File: config.mk
export PLATFORM = sky130hd
export DESIGN_NAME = par2ser_nw
export DESIGN_NICKNAME = d
export VERILOG_FILES = /design/src/rtl/par2ser_nw_pkg.sv /design/src/rtl/p2s_slot.sv /design/src/rtl/par2ser_nw.sv
export SDC_FILE = /design/constraint.sdc
export NUM_CORES = 1
export LEC_CHECK = 0
export ABC_AREA = 0
export CAP_MARGIN = 5
export CORE_MARGIN = 8
export CORE_UTILIZATION = 25
export CTS_BUF_LIST = sky130_fd_sc_hd__clkbuf_4 sky130_fd_sc_hd__clkbuf_8 sky130_fd_sc_hd__clkbuf_16
export DETAILED_ROUTE_END_ITERATION = 10
export HOLD_SLACK_MARGIN = 0.1
export PLACE_DENSITY_LB_ADDON = 0.15
export SYNTH_ARGS = -nofsm -noshare
export SYNTH_HDL_FRONTEND = slang
export SYNTH_HIERARCHICAL = 1
export SYNTH_SLANG_ARGS = --single-unit
export TNS_END_PERCENT = 5
File: constraint.sdc
create_clock -name clk -period 4.45 [get_ports clk]
set_input_delay 0.89 -clock clk [delete_from_list [all_inputs] [get_ports clk]]
set_output_delay 0.89 -clock clk [all_outputs]
set_load 0.02 [all_outputs]
File: src/rtl/par2ser_nw_pkg.sv
// Shared word-order constants and elaboration helpers for the N-word parallel-to-serial converter.
package par2ser_nw_pkg;

  localparam int unsigned P2S_MSB_FIRST = 0;
  localparam int unsigned P2S_LSB_FIRST = 1;

  // Smallest r with 2**r >= n; sizes the word index.
  function automatic int unsigned clog2(input int unsigned n);
    int unsigned r;
    r = 0;
    for (int unsigned i = 0; i < 32; i++) begin
      if ((32'd1 << i) < n) r = i + 1;
    end
    return r;
  endfunction

endpackage

File: src/rtl/p2s_slot.sv
// Single-entry register with a valid flag; load takes priority over clear.
module p2s_slot #(
  parameter int unsigned W = 32
) (
  input  logic         clk,
  input  logic         rst,
  input  logic         load,
  input  logic         clear,
  input  logic [0:W-1] din,
  output logic [0:W-1] dout,
  output logic         valid
);

  always_ff @(posedge clk) begin
    if (rst) begin
      dout  <= '0;
      valid <= 1'b0;
    end else if (load) begin
      dout  <= din;
      valid <= 1'b1;
    end else if (clear) begin
      valid <= 1'b0;
    end
  end

endmodule

File: src/rtl/par2ser_nw.sv
// Parallel-to-serial converter: one NWORDS-word group in, NWORDS words out, with a
// holding slot that refills while the current group drains so groups run back to back.
module par2ser_nw
  import par2ser_nw_pkg::*;
#(
  parameter int unsigned DWIDTH    = 16,
  parameter int unsigned NWORDS    = 2,
  parameter int unsigned LSB_FIRST = P2S_MSB_FIRST
) (
  input  logic                       clk,
  input  logic                       rst,
  output logic                       req_in,
  input  logic                       ack_in,
  input  logic [0:DWIDTH*NWORDS-1]   data_in,
  output logic                       req_out,
  input  logic                       ack_out,
  output logic [0:DWIDTH-1]          data_out,
  output logic                       last_out
);

  localparam int unsigned DDWIDTH = DWIDTH * NWORDS;
  localparam int unsigned IDXW    = clog2(NWORDS);
  localparam logic [IDXW-1:0] LAST_IDX = IDXW'(NWORDS - 1);

  if (NWORDS < 2 || NWORDS > 16) begin : g_bad_nwords
    $error("par2ser_nw: NWORDS must be in 2..16");
  end

  logic [0:DDWIDTH-1] hb_data;
  logic               hb_valid;
  logic [0:DDWIDTH-1] ob, ob_n;
  logic               ob_valid, ob_valid_n;
  logic [IDXW-1:0]    idx, idx_n, sel_n;
  logic [0:DWIDTH-1]  word_n;
  logic               hb_load, out_xfer, group_done, move, hb_valid_n;

  p2s_slot #(.W(DDWIDTH)) u_hb (
    .clk   (clk),
    .rst   (rst),
    .load  (hb_load),
    .clear (move),
    .din   (data_in),
    .dout  (hb_data),
    .valid (hb_valid)
  );

  // Handshake decode and next state of the output buffer.
  always_comb begin
    hb_load    = req_in && ack_in;
    out_xfer   = ob_valid && ack_out;
    group_done = out_xfer && (idx == LAST_IDX);
    move       = hb_valid && (!ob_valid || group_done);
    hb_valid_n = hb_load || (hb_valid && !move);

    ob_n       = ob;
    ob_valid_n = ob_valid;
    idx_n      = idx;
    if (move) begin
      ob_n       = hb_data;
      ob_valid_n = 1'b1;
      idx_n      = '0;
    end else if (group_done) begin
      ob_valid_n = 1'b0;
      idx_n      = '0;
    end else if (out_xfer) begin
      idx_n = idx + IDXW'(1);
    end

    sel_n  = (LSB_FIRST == P2S_LSB_FIRST) ? (LAST_IDX - idx_n) : idx_n;
    word_n = '0;
    for (int unsigned k = 0; k < NWORDS; k++) begin
      if (sel_n == IDXW'(k)) word_n = ob_n[k*DWIDTH +: DWIDTH];
    end
  end

  // Outputs are registered from the next state so they line up with ob/idx.
  always_ff @(posedge clk) begin
    if (rst) begin
      ob       <= '0;
      ob_valid <= 1'b0;
      idx      <= '0;
      req_in   <= 1'b0;
      req_out  <= 1'b0;
      last_out <= 1'b0;
      data_out <= '0;
    end else begin
      ob       <= ob_n;
      ob_valid <= ob_valid_n;
      idx      <= idx_n;
      req_in   <= !hb_valid_n;
      req_out  <= ob_valid_n;
      last_out <= ob_valid_n && (idx_n == LAST_IDX);
      data_out <= word_n;
    end
  end

endmodule

==> results by group <==
Status
  – Status: finished clean

Synthesis
  – Commonest cells post-synth: 85 x dfxtp_1, 41 x a21oi_1, 39 x o21ai_1, 35 x nor2_1
  – Post-synthesis mux area share: 15.5%
  – Number of distinct library cells after synthesis: 22
  – Simple-gate share of the synthesized area: 9.64%
  – Syn Nets: 379
  – Synthesized cell area: 0.00345 mm²
  – Synth async-reset ratio: 0%
  – Yosys warning count: 6
  – Mean post-synth cell area: 10.1 µm²
  – Most numerous cell in the Yosys netlist: dfxtp_1
  – FF+latch count, synth: 85
  – Post-Synth XOR/XNOR Area: 0%
  – Number of enable flip-flop cells after synthesis: 0
  – Synth top area cells: dfxtp_1 49%, mux2i_1 9.3%, a21oi_1 5.9%
  – Post-Synth Adder-Cell Area: 0.363%
  – Most used DFF post-synth: dfxtp_1
  – Main combinational cell family by area after synthesis: compound AO/OA/AOI/OAI gates
  – Syn Inst Count: 342
  – Sequential area share after synthesis: 49.3%
  – Compound-Gate Fraction of Synth Area: 16.4%
  – Biggest area consumer among synthesized cells: dfxtp_1
  – Yosys top cell area share: 49.3%

STA
  – Fmax: 0.370 GHz
  – Final period utilization: 60.7%
  – Unrepaired setup endpoints after global routing: no
  – Final setup vio count: 0
  – Worst Tran Pin Value: 1.10 ns
  – Hold Vio Cnt, Final: 0
  – TNS Setup: 0 ns
  – Clk_skew: 0.00462 ns
  – Max-slew violation count: 0
  – Max_slew headroom: 27.0%
  – Min Tclk post-route: 2.70 ns

CTS
  – Postcts setup bufs: 0
  – Root buf cell: clkbuf_16
  – Post-cts resize count: 0
  – # clock sinks: 85
  – Post-CTS Hold Fix Bufs: 0
  – CTS tree: done
  – H-tree depth: 3
  – Cts bufs inserted: 9
  – Clock-pin slew on the worst setup and hold paths: 0.06 ns
  – Skew-Pair Late Insertion Delay: 0.33 ns
  – Clock Path Buffers: 2

Critical path
  – CP Launch Type: input port
  – R2R Path End: data_out[11]
  – Crit path capture type: register
  – R2r setup slk: 2.34 ns
  – Worst r2r path cells: 5
  – Worst Setup Path Type: in -> reg
  – FF-to-FF Start: ob_valid
  – CP required: 4.65 ns
  – Worst-path maximum fanout: 17
  – WP data arrival: 2.90 ns

Floorplan
  – Row count: 43
  – Initial Utilization: 25.3%
  – Die width: 133 µm
  – Core Region: 0.0137 mm²
  – Die area: 0.0178 mm²
  – Num ports: 55
  – Die height: 133 µm

Final layout
  – Fin nets: 414
  – Non-Filler Instances: 562
  – Layout cells sized above 1: 15.2%
  – Number of diodes: 0
  – Area Overhead vs Synth: 24.5%

Detailed routing
  – Post-route ant nets: 0
  – Avg Vias per Cell: 4.37
  – # DRC: 0
  – DR pass1 iterations: 4
  – Routed wire length: 8.27 mm
  – Drt wl/cell: 14.7 µm
  – Via count: 2456
  – DR iter-0 viols: 203

Global routing
  – GRT overflow: 0
  – First-pass GRT wire length: 13.6 mm
  – Initial antenna violation count: 0
  – Largest net degree at the start of global routing: 51
  – Total Routing Usage GR: 9.54%
  – Vias in the first global route: 2481

Place
  – DP Cell Count: 546
  – RePlAce Congestion: 0.712
  – PortBufs: 54
  – Detailed placer's ending HPWL: 5.27 mm

Power and ir drop
  – IR drop worst, VDD: 0.175 mV
  – Pleak: 1.47 nW
  – PwrDens: 424 mW/mm²

Min path
  – Min-delay src: u_hb/dout[22]
  – Hold Path Depth: 2
  – Hold EP: ob[22]
  – HP Class: reg -> reg

Job
  – Max cap viols: 0
==> worst max-delay path: stages <==
cell and delay, ns:
clkdlybuf4s50_1 0.39, and2_1 0.14, ha_1 0.90, mux2_2 0.41
o21ai_1 0.08, a21oi_1 0.08
==> worst max path at each step <==
stage / start / end / slack [ns] / cells after the start
5_1_grt: ack_out / data_out[12] / 1.64 / 6
3_5_place_dp: ack_out / data_out[15] / 1.38 / 6
3_3_place_gp: ack_out / data_out[13] / 1.40 / 6
4_1_cts: ack_out / data_out[15] / 1.73 / 6
6_report: ack_out / data_out[11] / 1.75 / 6
2_1_floorplan: ack_out / data_out[1] / 2.34 / 7
==> registers in the layout, summed over array words and instances, names as in the netlist <==
name        flops
u_hb/valid      1
ob_valid        1
req_in          1
data_out       16
u_hb/dout      32
idx             1
last_out        1
ob             32
==> placed cells by master, fill, tap and decap left out <==
master,count
inv_2,1
mux2i_1,32
clkbuf_8,1
inv_1,1
a21oi_2,9
o21ai_1,39
clkbuf_16,9
buf_2,1
mux2_4,9
clkinv_2,1
o21ai_2,9
and2_2,1
bufinv_16,3
clkbuf_4,2
buf_4,4
and2_1,1
nand2b_1,3
dfxtp_1,85
clkdlybuf4s50_1,53
nor2_1,35
a21oi_1,41
ha_1,1
nand3_1,32
mux2_2,7
and2b_4,1
a211oi_1,1
==> report_power, final <==
group	switching, mW	leakage, nW	internal [mW]	total [mW]
Sequential	0.0116	0.689	0.784	0.795
Clock	0.291	0.174	0.576	0.867
Combinational	0.0915	0.608	0.0677	0.159
==> metrics by stage <==
stage               setup WS (ns)  hold slack, ns  power, mW  instance area [µm²]  utilization (%)
floorplan                    2.34           0.443      0.934                 3450                -
global placement             1.40           0.458      0.973                 3950             28.9
CTS                          1.73           0.466       1.85                 4300             31.4
detailed placement           1.38           0.457      0.975                 3950             28.9
finish                       1.75           0.467       1.82                 4300             31.4
global route                 1.64           0.490       1.90                 4300             31.4
==> cell type report <==
class,count,area (µm²)
Timing Repair Buffer,58,566
Clock buffer,12,254
Sequential cell,85,1700
Multi-Input combinational cell,221,1450
Tap cell,180,225
Clock inverter,4,95.1
Fill cell,1430,9370
Inverter,2,7.51
==> cell families (layout without fill, tap and decap cells) <==
| group | after synthesis | in the layout |
|---|---|---|
| compound gates | 99 | 99 |
| buf+inv | 36 | 76 |
| mux | 48 | 48 |
| flops | 85 | 85 |
| fa+ha+maj | 1 | 1 |
| simple gates | 73 | 73 |
==> metal layers <==
metal / track usage [%] / vias to the layer above / part of all wire [%]
met4: 4.12 / 0 / 1.2
met2: 14.7 / 46 / 44
li1: - / 1262 / -
met1: 12.0 / 1142 / 49
met5: 0 / - / 0
met3: 2.90 / 6 / 5.1
Note: power is estimated with default switching activity, not from simulation.
